--- src/rtl/bmp_stream_sched.sv ---
// BMP stream scheduler: round-robin grant of one slave per file, header capture,
// process/bypass body routing and a first-word-fall-through output FIFO.
// Optional stall timeout is enabled with the SCHED_TIMEOUT_EN macro.
module bmp_stream_sched #(
    parameter int DATA_BUS_SIZE  = 32,
    parameter int NUM_SLV        = 2,
    parameter int FIFO_DEPTH     = 8,
    parameter int HDR_BYTES      = 56,
    parameter int TIMEOUT_CYCLES = 1024
) (
    input  logic                             clk,
    input  logic                             rst_n,
    input  logic [NUM_SLV-1:0]               slv_valid,
    input  logic [2*NUM_SLV-1:0]             slv_mode,
    input  logic [NUM_SLV*DATA_BUS_SIZE-1:0] slv_data,
    output logic [NUM_SLV-1:0]               slv_ready,
    output logic [DATA_BUS_SIZE-1:0]         proc_data,
    output logic                             proc_vld,
    input  logic                             proc_rdy,
    input  logic [DATA_BUS_SIZE-1:0]         proc_res_data,
    input  logic                             proc_res_vld,
    input  logic                             mstr_ready,
    output logic [DATA_BUS_SIZE-1:0]         mstr_data,
    output logic                             mstr_valid,
    output logic                             mstr_cmplt,
    output logic [$clog2(NUM_SLV)-1:0]       grant_id,
    output logic [31:0]                      file_size,
    output logic                             err
);

    localparam int BPW = DATA_BUS_SIZE / 8;
    localparam int GW  = $clog2(NUM_SLV);
    localparam int AW  = $clog2(FIFO_DEPTH);
    localparam int CW  = AW + 1;
    localparam int CS  = CW + 1;
    localparam logic [CW-1:0] DEPTH_C = CW'(FIFO_DEPTH);
    localparam logic [CS-1:0] DEPTH_S = CS'(FIFO_DEPTH);
    localparam logic [32:0]   BPW_S   = 33'(BPW);
    localparam logic [32:0]   HDR_S   = 33'(HDR_BYTES);
    localparam logic [31:0]   HDR_C   = 32'(HDR_BYTES);
    localparam logic [GW-1:0] LAST_ID = GW'(NUM_SLV - 1);

    typedef enum logic [1:0] {ST_IDLE, ST_HDR, ST_BODY, ST_FLUSH} state_t;

    state_t                   state_reg;
    logic [GW-1:0]            grant_id_reg;
    logic [GW-1:0]            rr_ptr_reg;
    logic                     mode_proc_reg;
    logic [31:0]              byte_cnt_reg;
    logic [31:0]              file_size_reg;
    logic [CW-1:0]            outstanding_reg;
    logic [CW-1:0]            fifo_count_reg;
    logic [AW-1:0]            wr_ptr_reg;
    logic [AW-1:0]            rd_ptr_reg;
    logic                     err_reg;
    logic                     cmplt_reg;
    logic [DATA_BUS_SIZE-1:0] fifo_mem [FIFO_DEPTH];

    logic [DATA_BUS_SIZE-1:0] slv_word [NUM_SLV];
    logic [1:0]               slv_mode_arr [NUM_SLV];
    logic [NUM_SLV-1:0]       elig;

    genvar gi;
    generate
        for (gi = 0; gi < NUM_SLV; gi++) begin : g_slv
            assign slv_word[gi]     = slv_data[gi*DATA_BUS_SIZE +: DATA_BUS_SIZE];
            assign slv_mode_arr[gi] = slv_mode[2*gi +: 2];
            assign elig[gi]         = slv_valid[gi] &&
                                      (slv_mode[2*gi +: 2] == 2'b01 || slv_mode[2*gi +: 2] == 2'b10);
        end
    endgenerate

    // Round-robin search beginning at rr_ptr
    logic          pick_found;
    logic [GW-1:0] pick_id;
    int            pick_idx;
    always_comb begin
        pick_found = 1'b0;
        pick_id    = '0;
        pick_idx   = 0;
        for (int i = 0; i < NUM_SLV; i++) begin
            pick_idx = int'(rr_ptr_reg) + i;
            if (pick_idx >= NUM_SLV) pick_idx = pick_idx - NUM_SLV;
            if (!pick_found && elig[pick_idx]) begin
                pick_found = 1'b1;
                pick_id    = GW'(pick_idx);
            end
        end
    end
    logic pick_mode_proc;
    assign pick_mode_proc = (slv_mode_arr[pick_id] == 2'b01);

    logic                     g_valid;
    logic [DATA_BUS_SIZE-1:0] g_data;
    logic                     fifo_full, fifo_empty, credit_ok, in_xfer, in_proc_body;
    logic                     g_ready, accept, issue, res_ok, res_drop;
    logic                     push_en, push_ok, pop;
    logic [DATA_BUS_SIZE-1:0] push_data;
    logic                     stall_hit;

    assign g_valid      = slv_valid[grant_id_reg];
    assign g_data       = slv_word[grant_id_reg];
    assign fifo_full    = (fifo_count_reg == DEPTH_C);
    assign fifo_empty   = (fifo_count_reg == '0);
    assign credit_ok    = ({1'b0, fifo_count_reg} + {1'b0, outstanding_reg}) < DEPTH_S;
    assign in_xfer      = (state_reg == ST_HDR) || (state_reg == ST_BODY);
    assign in_proc_body = (state_reg == ST_BODY) && mode_proc_reg;

    always_comb begin
        g_ready = 1'b0;
        if (state_reg == ST_HDR)
            g_ready = !fifo_full;
        else if (state_reg == ST_BODY)
            g_ready = mode_proc_reg ? (proc_rdy && credit_ok) : !fifo_full;
    end

    generate
        for (gi = 0; gi < NUM_SLV; gi++) begin : g_ready_fan
            assign slv_ready[gi] = g_ready && (grant_id_reg == GW'(gi));
        end
    endgenerate

    assign accept    = g_valid && g_ready;
    assign issue     = accept && in_proc_body;
    assign proc_vld  = in_proc_body && g_valid && credit_ok;
    assign proc_data = in_proc_body ? g_data : '0;

    // Results are only meaningful while a process-mode file is in its body or draining
    assign res_ok    = proc_res_vld && mode_proc_reg &&
                       ((state_reg == ST_BODY) || (state_reg == ST_FLUSH));
    assign res_drop  = proc_res_vld && !res_ok;

    assign push_en   = (accept && !issue) || res_ok;
    assign push_data = res_ok ? proc_res_data : g_data;
    assign pop       = !fifo_empty && mstr_ready;
    assign push_ok   = push_en && (!fifo_full || pop);

    // Byte counter and file-size capture from header bytes 2..5
    logic [32:0] byte_sum;
    logic [31:0] fs_next;
    logic [31:0] gb;
    assign byte_sum = {1'b0, byte_cnt_reg} + BPW_S;
    always_comb begin
        fs_next = file_size_reg;
        gb      = '0;
        for (int k = 0; k < BPW; k++) begin
            gb = byte_cnt_reg + 32'(k);
            case (gb)
                32'd2:   fs_next[7:0]   = g_data[8*k +: 8];
                32'd3:   fs_next[15:8]  = g_data[8*k +: 8];
                32'd4:   fs_next[23:16] = g_data[8*k +: 8];
                32'd5:   fs_next[31:24] = g_data[8*k +: 8];
                default: ;
            endcase
        end
    end

`ifdef SCHED_TIMEOUT_EN
    localparam int SW = $clog2(TIMEOUT_CYCLES + 1);
    localparam logic [SW-1:0] STALL_LIM = SW'(TIMEOUT_CYCLES - 1);
    logic [SW-1:0] stall_cnt_reg;
    always_ff @(posedge clk or negedge rst_n) begin
        if (!rst_n)
            stall_cnt_reg <= '0;
        else if (!in_xfer || accept || stall_hit)
            stall_cnt_reg <= '0;
        else if (!g_valid)
            stall_cnt_reg <= stall_cnt_reg + SW'(1);
    end
    assign stall_hit = in_xfer && !g_valid && (stall_cnt_reg == STALL_LIM);
`else
    assign stall_hit = 1'b0;
`endif

    always_ff @(posedge clk or negedge rst_n) begin
        if (!rst_n) begin
            state_reg     <= ST_IDLE;
            grant_id_reg  <= '0;
            rr_ptr_reg    <= '0;
            mode_proc_reg <= 1'b0;
            byte_cnt_reg  <= '0;
            file_size_reg <= '0;
            err_reg       <= 1'b0;
            cmplt_reg     <= 1'b0;
        end else begin
            err_reg   <= res_drop;
            cmplt_reg <= 1'b0;
            case (state_reg)
                ST_IDLE: begin
                    if (pick_found) begin
                        grant_id_reg  <= pick_id;
                        mode_proc_reg <= pick_mode_proc;
                        byte_cnt_reg  <= '0;
                        file_size_reg <= '0;
                        state_reg     <= ST_HDR;
                    end
                end
                ST_HDR: begin
                    if (accept) begin
                        byte_cnt_reg  <= byte_sum[31:0];
                        file_size_reg <= fs_next;
                        if (byte_sum >= HDR_S) begin
                            if (fs_next <= HDR_C) begin
                                err_reg   <= 1'b1;
                                state_reg <= ST_FLUSH;
                            end else begin
                                state_reg <= ST_BODY;
                            end
                        end
                    end else if (stall_hit) begin
                        err_reg   <= 1'b1;
                        state_reg <= ST_FLUSH;
                    end
                end
                ST_BODY: begin
                    if (accept) begin
                        byte_cnt_reg <= byte_sum[31:0];
                        if (byte_sum >= {1'b0, file_size_reg})
                            state_reg <= ST_FLUSH;
                    end else if (stall_hit) begin
                        err_reg   <= 1'b1;
                        state_reg <= ST_FLUSH;
                    end
                end
                ST_FLUSH: begin
                    if (outstanding_reg == '0 && fifo_empty) begin
                        cmplt_reg  <= 1'b1;
                        rr_ptr_reg <= (grant_id_reg == LAST_ID) ? '0 : grant_id_reg + GW'(1);
                        state_reg  <= ST_IDLE;
                    end
                end
                default: state_reg <= ST_IDLE;
            endcase
        end
    end

    always_ff @(posedge clk or negedge rst_n) begin
        if (!rst_n)
            outstanding_reg <= '0;
        else if (issue && !(res_ok && outstanding_reg != '0))
            outstanding_reg <= outstanding_reg + CW'(1);
        else if (!issue && res_ok && outstanding_reg != '0)
            outstanding_reg <= outstanding_reg - CW'(1);
    end

    always_ff @(posedge clk) begin
        if (push_ok)
            fifo_mem[wr_ptr_reg] <= push_data;
    end

    always_ff @(posedge clk or negedge rst_n) begin
        if (!rst_n) begin
            wr_ptr_reg     <= '0;
            rd_ptr_reg     <= '0;
            fifo_count_reg <= '0;
        end else begin
            if (push_ok) wr_ptr_reg <= wr_ptr_reg + AW'(1);
            if (pop)     rd_ptr_reg <= rd_ptr_reg + AW'(1);
            if (push_ok && !pop)
                fifo_count_reg <= fifo_count_reg + CW'(1);
            else if (!push_ok && pop)
                fifo_count_reg <= fifo_count_reg - CW'(1);
        end
    end

    assign mstr_valid = !fifo_empty;
    assign mstr_data  = fifo_empty ? '0 : fifo_mem[rd_ptr_reg];
    assign mstr_cmplt = cmplt_reg;
    assign grant_id   = grant_id_reg;
    assign file_size  = file_size_reg;
    assign err        = err_reg;

endmodule

--- config.mk ---
export PLATFORM = sky130hd
export DESIGN_NAME = bmp_stream_sched
export DESIGN_NICKNAME = d
export VERILOG_FILES = /design/src/rtl/bmp_stream_sched.sv
export SDC_FILE = /design/constraint.sdc
export NUM_CORES = 1
export LEC_CHECK = 0
export CAP_MARGIN = 0
export CORE_ASPECT_RATIO = 0.5
export CORE_MARGIN = 5
export CORE_UTILIZATION = 35
export DETAILED_ROUTE_END_ITERATION = 10
export MAX_ROUTING_LAYER = met4
export PLACE_DENSITY = 0.62
export SKIP_LAST_GASP = 1
export SYNTH_ARGS = -nofsm -noshare
export SYNTH_HDL_FRONTEND = slang
export SYNTH_SLANG_ARGS = --single-unit
--- constraint.sdc ---
create_clock -name clk -period 13.1 [get_ports clk]
set_input_delay 1.31 -clock clk [delete_from_list [all_inputs] [get_ports clk]]
set_output_delay 1.31 -clock clk [all_outputs]
set_load 0.05 [all_outputs]
==> results of run 1 <==
[cells in the mapped netlist, types with 4 or more instances]
master / instances / area [um^2]
a21o_1: 10 / 75.07
a21oi_1: 72 / 360.4
a22o_1: 5 / 43.79
and3_1: 6 / 37.54
buf_1: 19 / 71.32
buf_2: 11 / 55.05
clkbuf_1: 43 / 161.4
dfrtp_1: 83 / 2077
edfxtp_1: 256 / 7687
ha_1: 48 / 600.6
inv_1: 48 / 180.2
mux2_2: 5 / 56.30
mux2i_1: 69 / 690.7
mux4_2: 64 / 1441
nand2_1: 126 / 473.0
nand3_1: 40 / 200.2
nand4_1: 19 / 118.9
nor2_1: 142 / 533.0
nor2b_1: 4 / 25.02
nor3_1: 19 / 95.09
nor3b_1: 4 / 30.03
nor4_1: 23 / 143.9
o211ai_1: 5 / 37.54
o21ai_0: 63 / 315.3
o31ai_1: 5 / 37.54
or2_2: 4 / 25.02
or3_1: 8 / 50.05
xnor2_1: 29 / 254.0
xor2_1: 13 / 113.9
[worst max path at each step]
stage                       start        endpoint  slack [ps]  depth (start not counted)
floorplan                proc_rdy  fifo_mem[2][0]        7520                          8
global placement         proc_rdy  fifo_mem[0][0]        7980                          9
detailed placement       proc_rdy  fifo_mem[0][0]        7890                          9
CTS                 rd_ptr_reg[0]    mstr_data[1]        7940                          5
global route        rd_ptr_reg[0]    mstr_data[1]        7800                          5
finish              rd_ptr_reg[0]    mstr_data[1]        8050                          5
[routing by layer]
metal	share of wire (%)	up-vias	wire (um)	track usage [%]
met1	41	5645	19220	22.52
met2	51	289	23810	31.03
met4	3.1	0	1451	5.528
li1	-	5284	-	-
met3	4.7	92	2193	2.586
met5	0	-	0	-
[power groups by stage]
stage | combinational, mW | clock, mW | sequential (mW)
6_report | 2.43 | 0.964 | 1.65
5_1_grt | 2.60 | 1.03 | 1.68
4_1_cts | 2.46 | 0.984 | 1.65
3_5_place_dp | 2.45 | 0 | 1.67
3_3_place_gp | 2.43 | 0 | 1.67
2_1_floorplan | 1.54 | 0 | 1.72
[kinds of logic (layout without fill, tap and decap cells)]
kind of cell | count (synthesis) | count (layout) | share of synthesized area [%]
simple gates | 420 | 420 | 11.90
flops | 339 | 339 | 58.75
compound gates | 196 | 196 | 7.047
mux | 138 | 138 | 13.17
buf+inv | 125 | 345 | 3.064
fa+ha+maj | 50 | 50 | 3.855
xor+xnor | 42 | 42 | 2.213
[final cells by class]
class / count / share of cell area [%]
clock inverter: 10 / 0.5967
tap: 638 / 3.885
multi-input combinational: 846 / 31.13
timing repair buffer: 239 / 11.26
inverter: 48 / 0.8768
sequential: 339 / 47.55
clock buffer: 48 / 4.694
[cell usage in the layout, fill, tap and decap left out, drive strengths merged, types with 4 or more instances in the layout]
| cell | count |
|---|---|
| a22o | 5 |
| clkinv | 8 |
| xnor2 | 29 |
| o31ai | 5 |
| ha | 48 |
| nor2 | 142 |
| clkbuf | 48 |
| and3 | 6 |
| inv | 48 |
| mux2i | 69 |
| o21ai | 63 |
| mux2 | 5 |
| or3 | 9 |
| nand3 | 40 |
| o211ai | 5 |
| edfxtp | 256 |
| nand4 | 23 |
| nor3b | 4 |
| a21o | 10 |
| xor2 | 13 |
| mux4 | 64 |
| nand2 | 126 |
| nor2b | 4 |
| or2 | 5 |
| buf | 31 |
| clkdlybuf4s50 | 208 |
| dfrtp | 83 |
| a21oi | 72 |
| nor3 | 21 |
| nor4 | 24 |
==> results by stage, run 1 <==
Outcome:
- The run finished with clean final reports.

Placement:
- The congestion estimate from routability-driven global placement came to 0.8504.
- The worst setup slack before clock tree synthesis is between 7000 and 8000 ps.
- During placement, the flow inserted port buffers numbering roughly 210.
- Summing all placed instances gives a cell area of 19,460 um^2.
- After detailed placement, the design holds a cell count of roughly 2,100.
- Detailed placement finished with a half-perimeter wire length of between 30,000 and 40,000 um.

Timing:
- Counting I/O delays and the setup requirement, the final critical path takes 5049 ps.
- The final hold violation count is 0.
- Dividing the final minimum period by the clock period gives between 30% and 40%.
- Adding up every negative setup slack in the final design gives 0 ps.
- Setup repair after global routing left no endpoint under its margin.
- The highest attainable clock frequency is between 150 and 200 MHz.
- The slew at the pin closest to its max-slew limit is roughly 1200 ps.
- The number of setup violations in the final report is 0.
- The worst max-slew margin expressed relative to the limit is 22.94%.
- The worst-case setup margin in the final layout is 8051 ps.
- The clock arrives with 14.91 ps of skew.
- Hold timing on the final database bottoms out at a slack of a little over 500 ps.
- The count of pins over their slew limit is 0.

Worst setup path:
- The startpoint of the worst-slack reg-to-reg timing path is fifo_count_reg[3].
- Traced cell by cell, the critical path runs through buf_4 -> mux4_2 -> mux2i_1 -> nor2_1 -> clkdlybuf4s50_1.
- In this run the register-to-register setup slack is just under 9000 ps.
- The critical path launch point type is a flop.
- On the worst path, the slowest cell contributes a delay of 800 ps.
- The highest net fanout along the worst path is 39.
- For the worst flop-to-flop path, the logic depth is 9.
- The critical path required time is roughly 12,000 ps.
- The capture point of the worst reg-to-reg path is fifo_mem[0][11].
- Broken down by cell family, the worst path's largest delay share belongs to buffers and inverters.
- The nature of the critical path endpoint is an output pin.
- By startpoint and endpoint, the worst setup path is classified as flop to output pin.
- The slowest stage cell on the critical path is dfrtp_4.
- The critical path buffer and inverter count is 2.
- Data on the critical path arrives at its endpoint at approximately 3700 ps.

GRT:
- The number of antenna violations at the first check in global routing is 0.
- The final global-route overflow total is 0.
- The via count of the first global-routing pass is around 11,000.
- Entering global routing, the biggest net connects between 60 and 70 pins.
- The total routing resource utilization after global routing is roughly 18%.
- The first global-routing pass estimated just over 70,000 um of wire.

Power:
- The overall power after layout is 5.048 mW.
- The internal power contribution is 2.867 mW.
- The total net switching power is approximately 2.2 mW.
- The power per standard cell area is approximately 250 nW/um^2.
- Sequential cells burn between 30% and 40% of the power.
- Net switching is between 40% and 50% of the power.
- The worst-case IR drop observed on VDD is roughly 0.18 mV.
- The clock group share of total power is between 10% and 20%.
- The leakage power total is between 7 and 8 nW.
- Combinational cells account for between 40% and 50% of the total power.

Drt:
- After detailed routing, the average wire length per cell comes to roughly 22 um.
- In the routed layout, each cell is associated on average with a via count of approximately 5.2.
- For this run, the detailed router's first-pass iteration total came to 5.
- The number of vias after detailed routing is roughly 11,000.
- In the routed design, unresolved DRC markers number 0.
- The count of nets left with antenna violations once routing finished came out at 0.
- The wire length after detailed routing is ~47,000 um.
- The starting DRC count in detailed routing is between 900 and 1,000.

Synth:
- The most used flip-flop cell after synthesis is edfxtp_1.
- Synthesis instantiated 73 different standard cells from the library.
- Sequential cells were found to cover approximately 60% of the synthesized design area.
- The instance count of the mapped netlist is around 1,300.
- The number of synthesized flops with an enable pin is ~260.
- The number of flip-flops and latches in the synthesized netlist is approximately 340.
- The number of nets handed over by synthesis was 1,467.
- The proportion of synthesized flip-flops having asynchronous set or reset is about 24%.
- In this run the mean area of a mapped cell was 12.69 um^2.
- Yosys printed 0 warnings.
- The mapped netlist covers approximately 17,000 um^2.

Clock network:
- The root buffer cell is clkbuf_16.
- The TritonCTS clock tree is yes.
- The clock passes through at most 3 buffers.
- The clock net in this run drives a total of roughly 340 sinks.
- After clock tree synthesis, the clock-pin slew on the worst setup and hold paths is 60 ps.
- The number of levels the H-tree was split into is 2.
- The quantity of gates resized following cts is 0.
- The count of hold buffers inserted by post-cts repair is 0.
- In this run, CTS created clock tree buffers numbering 34.
- The insertion delay to the later sink of the worst-skew pair is 530 ps.
- In this run the post-CTS setup repair buffer count came out at 0.

Finish:
- For this run, the post-layout net count is between 1,500 and 2,000.
- The proportion of layout cells with a drive suffix above 1 is between 10% and 20%.
- The number of flip-flops under the largest register name is between 200 and 300.
- The area overhead of the layout relative to synthesis is 23.65%.
- The final-layout fill cell count is between 4,000 and 5,000.
- The multi-input combinational cells in the finished layout cover a total of between 6000 and 7000 um^2.
- The number of cells in the finished layout apart from fillers is approximately 2,200.
- For this run, the share of the core covered by cells in the final layout is a little over two fifths.
- The final antenna diode count is 0.
- The post-route cell area is a little over 20,000 um^2.
- Registers take slightly below 10,000 um^2.

Worst hold path:
- Counting instances, the worst hold path has a depth of 1.
- The worst hold path belongs to the class flop to flop.
- The startpoint of the tightest hold check path is outstanding_reg[3].
- The hold path endpoint is outstanding_reg[3].

Job:
- The tool flagged a number of max-cap violations equal to 0.

Floorplan:
- The floorplan step defined a die boundary enclosing ~52,000 um^2.
- The die boundary height is approximately 160 um.
- The die is around 320 um wide.
- The top-level port count is 210.
- The initial utilization of the core area, before any placement, comes to between 30% and 40%.
- The core region is ~47,000 um^2.
- The number of placement rows is 56.
No activity file was read; power rests on OpenSTA's default activity.
==> run 2: changes to the inputs <==
--- a/config.mk
+++ b/config.mk
@@ -11,7 +11,7 @@
 export CORE_UTILIZATION = 35
 export DETAILED_ROUTE_END_ITERATION = 10
 export MAX_ROUTING_LAYER = met4
-export PLACE_DENSITY = 0.62
+export PLACE_DENSITY = 0.64
 export SKIP_LAST_GASP = 1
 export SYNTH_ARGS = -nofsm -noshare
 export SYNTH_HDL_FRONTEND = slang
==> constraint.sdc (replaced) <==
create_clock -name clk -period 4.3 [get_ports clk]
set_input_delay 0.43 -clock clk [delete_from_list [all_inputs] [get_ports clk]]
set_output_delay 0.43 -clock clk [all_outputs]
set_load 0.05 [all_outputs]
==> results by stage, run 2 (synthesis results as in run 1) <==
Outcome:
- The run finished with clean final reports.

Finish:
- In the layout the commonest cells are 256 x edfxtp_1, 208 x clkdlybuf4s50_1, 140 x nor2_1.
- After routing the design area is between 20,000 and 25,000 um^2.
- The net count of the finished layout is 1,689.
- The most common library cell in the layout ignoring fill and taps is edfxtp_1.
- The area overhead of the layout relative to synthesis is 25.46%.
- At the end of the flow the core is filled with cells to around 44%.
- Cells with a size suffix above 1 make up between 10 and 15% of the layout.
- The final antenna diode count is 0.
- The register with the most flip-flops in the layout has 256 of them.

Timing:
- Dividing the final minimum period by the clock period gives 85.71%.
- The worst max-slew margin expressed relative to the limit is 36.49%.
- Clock skew on the completed layout was measured at roughly 12 ps.
- The final hold violation count came to 0.
- For the pin with the worst max-slew slack, the measured transition is 952.7 ps.
- Setup repair after global routing left no endpoint under its margin.
- After layout, the worst setup slack is 614.5 ps.
- The count of pins over their slew limit is 0.
- On the final layout, the worst hold slack is around 450 ps.
- Setup total negative slack on the finished layout was measured at 0 ps.
- The number of setup violations in the final report is 0.
- The post-route minimum period is 3686 ps.
- For this run, the top clock speed supported by timing is 271.3 MHz.

Placement:
- The HPWL after detailed placement is approximately 35,000 um.
- The worst setup slack before clock tree synthesis is 613.3 ps.
- During placement, the flow inserted port buffers numbering roughly 210.
- After detailed placement, the total cell area comes to roughly 20,000 um^2.
- The last weighted congestion value of the routability-driven placer is roughly 0.9.

Floorplan:
- During I/O placement, the number of pins put on the boundary was 210.
- The region available for standard cell placement spans between 40,000 and 50,000 um^2.
- The die boundary height is 164.1 um.
- The full die area is roughly 52,000 um^2.
- The die width is 318.2 um.
- The number of placement rows is between 50 and 60.
- The starting density of the core is a little over a third.

Clock network:
- The number of buffers inserted by post-CTS setup repair is 0.
- In this run the clock root is driven by a clkbuf_16.
- In this run, CTS created clock tree buffers numbering 34.
- The clock drives 339 sinks.
- The TritonCTS clock tree is yes.
- The number of buffers on the longest clock path is 3.
- The later pin in the worst-skew pair is clocked with a latency of 520 ps.
- The H-tree generated during clock tree synthesis spans 2 levels.
- Clock-pin slew was measured on the worst setup and hold paths at approximately 60 ps.

Drt:
- The starting DRC count in detailed routing is 1,229.
- The via count normalized by instance count is ~5.3.
- The first-pass iteration count of the detailed router is 5.
- The final route contains 11,600 vias.
- The wire length per cell is between 20 and 25 um.
- The post-route DRC violation count is 0.
- The wire length after detailed routing is ~49,000 um.
- The number of nets still failing antenna checks after routing is 0.

Worst hold path:
- The min-delay analysis places its worst path in the category primary input to async pin.

GRT:
- The via count of the first global-routing pass is between 10,000 and 15,000.
- Summed over all layers, the global routing overflow is 0.
- The met1 capacity usage during global routing is about a quarter.
- The met3 global-route usage is under 10%.
- Entering global routing, the biggest net connects 66 pins.
- met2 is the most crowded layer.
- For this run, global-route usage on met2 was measured as around a third.
- The number of antenna violations at the first check in global routing came to 0.
- Across every metal layer, demand over resource in global routing totals 18.56%.
- The first global-routing pass estimated ~72,000 um of wire.

Worst setup path:
- The critical path launch point type is a flop.
- Data on the critical path is required at its endpoint by between 4000 and 5000 ps.
- The signal arrival time at the worst endpoint is around 4000 ps.
- Of all nets on the critical path, the largest fanout is 11.
- The nature of the critical path endpoint is a flop.
- The critical path is of the flop to flop type.

Power:
- The power per standard cell area is about 750 nW/um^2.
- Across the VDD grid, the largest voltage drop is between 0.5 and 0.6 mV.
- The leakage power total is approximately 7.7 nW.

Job:
- Max-cap violations in this run came to 0.
run 2: cell count changes in the layout (fill, tap and decap cells not counted), moves of 3 or more:
cell,previous run,this run
buf_4,31,46
buf_12,0,8
nor3b_2,4,0
nor3b_4,0,4
clkinv_1,0,3
run 2: repair_timing:
action	4_1_cts	5_1_grt
resized for setup	0	0
setup endpoints to repair	0	0
hold buffers	1	0
hold endpoints to repair	42	0
run 2: metrics by stage:
step / std cells / total power [mW]
floorplan: 1310 / 9.938
global route: 2192 / 16.39
finish: 2192 / 15.66
global placement: 2133 / 12.79
CTS: 2192 / 15.78
detailed placement: 2133 / 12.86
run 2: path summary, 6_finish.rpt:
kind / startpoint / to / slack [ps] / cells after the start
setup / recovery: byte_cnt_reg[7] / state_reg[1] / 610 / 13
hold / removal: rst_n / byte_cnt_reg[15] / 450 / 2
setup reg to reg: byte_cnt_reg[7] / state_reg[1] / 610 / 13
hold reg to reg: wr_ptr_reg[2] / wr_ptr_reg[2] / 490 / 1
max in group asynchronous: rst_n / fifo_count_reg[2] / 2840 / 3
min in group clk: wr_ptr_reg[2] / wr_ptr_reg[2] / 490 / 1
run 2: final cells by class:
type	count	area (um^2)
inverters	48	180.2
well taps	638	798.3
multi-input cells	846	6435
clock buffers	45	933.4
clock inverters	13	135.1
flip-flops and latches	339	9772
fillers	4243	26020
repair buffers	263	2597
run 2: where the power goes:
group | internal, mW | switching, mW | total, mW
sequential | 4.44 | 0.557 | 5.00
combinational | 2.73 | 5.00 | 7.74
clock | 1.66 | 1.26 | 2.92
run 2: worst max-delay path, stage by stage, from the launching register on:
cell	delay, ps
dfrtp_1	470
nand3_1	350
or3_1	590
or3_1	380
nand2_1	100
ha_1	120
nand4_1	110
nor4_1	300
o31ai_1	120
o211ai_1	150
a21oi_1	110
o21a_1	200
a211oi_2	200
mux2_2	360
run 2: layer usage:
| metal | up-vias | wire, um | share of wire [%] |
|---|---|---|---|
| li1 | 5351 | - | - |
| met1 | 5789 | 20390 | 42 |
| met2 | 393 | 24580 | 51 |
| met3 | 66 | 2654 | 5.5 |
| met4 | 0 | 892 | 1.8 |
| met5 | - | 0 | 0 |
==> run 3: changes to the inputs <==
--- a/config.mk
+++ b/config.mk
@@ -10,7 +10,6 @@
 export CORE_MARGIN = 5
 export CORE_UTILIZATION = 35
 export DETAILED_ROUTE_END_ITERATION = 10
-export MAX_ROUTING_LAYER = met4
 export PLACE_DENSITY = 0.64
 export SKIP_LAST_GASP = 1
 export SYNTH_ARGS = -nofsm -noshare
==> results by stage, run 3 (synthesis results as in run 1) <==
Outcome:
- The flow ran to the end, and the final reports show no timing, DRC or antenna violations.

Finish:
- The area used by sequential logic in the layout is around 9800 um^2.
- The number of flip-flops under the largest register name is 256.
- The most common library cell in the layout ignoring fill and taps is edfxtp_1.
- The final antenna diode count is 0.
- The area overhead of the layout relative to synthesis is 25.46%.
- In the final design database the tool counted about 1,700 nets.
- The proportion of layout cells with a drive suffix above 1 is around an eighth.
- In the layout the commonest cells are 256 x edfxtp_1, 208 x clkdlybuf4s50_1, 140 x nor2_1.
- Fill cells in the final layout number about 4,200.
- In the final layout, the multi-input gates occupy roughly 6400 um^2.

Power:
- The analysis attributes to cell leakage a power of 7.665 nW.
- The worst IR drop on VDD is about 0.55 mV.
- The power per standard cell area is about 750 nW/um^2.

Floorplan:
- The starting density of the core is ~35%.
- The number of placement rows is 56.
- The top-level port count is 210.
- The area of the core is between 40,000 and 50,000 um^2.
- The full die area is around 52,000 um^2.
- The floorplan step set the die height to 164.1 um.
- The die width is 318.2 um.

GRT:
- The number of antenna violations at the first check in global routing is 0.
- Summed over all layers, the global routing overflow is 0.
- The largest net degree at the start of global routing is between 60 and 70.
- The total routing resource utilization after global routing is about 18%.
- The via count of the first global-routing pass came to 11,260.
- The first global-routing pass estimated 72,220 um of wire.

Clock network:
- In this run the number of H-tree levels came out at 2.
- TritonCTS built the clock tree.
- The tree is rooted in a clkbuf_16.
- The clock slew at the register clock pins of the worst setup and hold paths is ~60 ps.
- The clock drives 339 sinks.
- The clock buffer count from CTS is 34.
- The insertion delay to the later sink of the worst-skew pair is about 530 ps.
- Counting along the longest clock path gives a buffer depth of 3.
- The number of buffers inserted by post-CTS setup repair is 0.

Drt:
- The routed design has roughly 50,000 um of wire.
- In this run the remaining antenna-violating nets after routing total 0.
- Detailed routing inserted a total of 11,580 vias.
- The post-route DRC violation count is 0.
- The wire length per cell is 22.18 um.
- The via count normalized by instance count is roughly 5.3.
- The starting DRC count in detailed routing is about 1,200.
- The first-pass iteration count of the detailed router is 7.

Worst hold path:
- The class of the worst hold path is primary input to async pin.

Placement:
- During placement, the flow inserted port buffers numbering between 200 and 250.
- At the end of routability-driven placement, the weighted congestion stood at a little under 0.9.
- The worst setup slack before clock tree synthesis is roughly 600 ps.
- The HPWL after detailed placement is between 30,000 and 40,000 um.

Timing:
- The number of setup violations in the final report is 0.
- Setup repair after global routing left no endpoint under its margin.
- The total negative slack is 0 ps.
- At the pin with the least slew margin, the transition time is 961.1 ps.
- Subtracting the final worst setup slack from the clock period gives between 3000 and 4000 ps.
- Headroom to the max-slew limit came out at 35.93%.
- The share of the clock period used by the worst path after layout is a little under nine tenths.
- The count of pins over their slew limit is 0.
- Timing would allow up to between 200 and 300 MHz.
- The final hold violation count came to 0.
- In the post-route analysis, the smallest setup slack over all paths is slightly below 600 ps.
- The worst setup skew after layout is approximately 11 ps.

Worst setup path:
- The nature of the critical path endpoint is a flop.
- Data on the critical path is required at its endpoint by 4710 ps.
- The worst setup path is launched from a flop.
- Data arrives at the worst endpoint at ~4100 ps.
- In this run the worst path has a maximum fanout of 7.
- The worst setup slack for register-to-register paths is roughly 600 ps.
- By startpoint and endpoint, the worst setup path is classified as flop to flop.

Job:
- The reported max-cap violation count is 0.
## run 3: final timing paths
check | from | endpoint | cells after the start
min in group clk | wr_ptr_reg[2] | wr_ptr_reg[2] | 1
worst max-delay path | byte_cnt_reg[2] | state_reg[1] | 13
worst min register to register | wr_ptr_reg[2] | wr_ptr_reg[2] | 1
worst max register to register | byte_cnt_reg[2] | state_reg[1] | 13
max in group asynchronous | rst_n | file_size[2] | 3
worst min-delay path | rst_n | byte_cnt_reg[15] | 2
## run 3: area by class of cell
class	count	area share [%]
Clock buffer	45	4.476
Inverter	48	0.8641
Tap cell	638	3.828
Sequential cell	339	46.86
Timing Repair Buffer	263	12.46
Multi-Input combinational cell	846	30.86
Clock inverter	13	0.6481
## run 3: layer usage
metal | share of wire (%) | vias to the layer above | track usage [%]
met5 | 0 | - | 0
met4 | 1.9 | 0 | 3.878
met3 | 5.7 | 65 | 2.647
met2 | 51 | 386 | 31.80
met1 | 42 | 5776 | 24.05
li1 | - | 5350 | -
## run 3: power breakdown
group | switching (mW) | internal (mW) | leakage, nW
Sequential | 0.554 | 4.44 | 3.38
Combinational | 5.01 | 2.73 | 3.76
Clock | 1.26 | 1.66 | 0.518
## run 3: metrics by stage
| stage | instances | hold slack (ps) | power [mW] | utilization [%] | area, um^2 |
|---|---|---|---|---|---|
| after global routing | 2192 | 523.4 | 16.40 | 44.48 | 20850 |
| after global placement | 2133 | 475.9 | 12.79 | 42.18 | 19770 |
| after CTS | 2192 | 466.4 | 15.78 | 44.48 | 20850 |
| after detailed placement | 2133 | 474.8 | 12.86 | 42.18 | 19770 |
| final | 2192 | 453.5 | 15.66 | 44.48 | 20850 |
| after floorplan | 1310 | 134.4 | 9.938 | - | 16650 |
## run 3: repair_timing
item                                    in CTS  in global routing
resized for setup                            0                  0
endpoints found under the hold margin       42                  0
hold buffers                                 1                  0
endpoints found under the setup margin       0                  0
## run 3: critical path, cell delays in order, from the launching register on
cell,delay (ps)
dfrtp_1,480
ha_1,280
nand3_1,280
nor4_1,400
xor2_1,390
ha_1,220
nand4_1,100
nor4_1,290
o31ai_1,120
o211ai_1,150
a21oi_1,110
o21a_1,200
a211oi_2,200
mux2_2,360
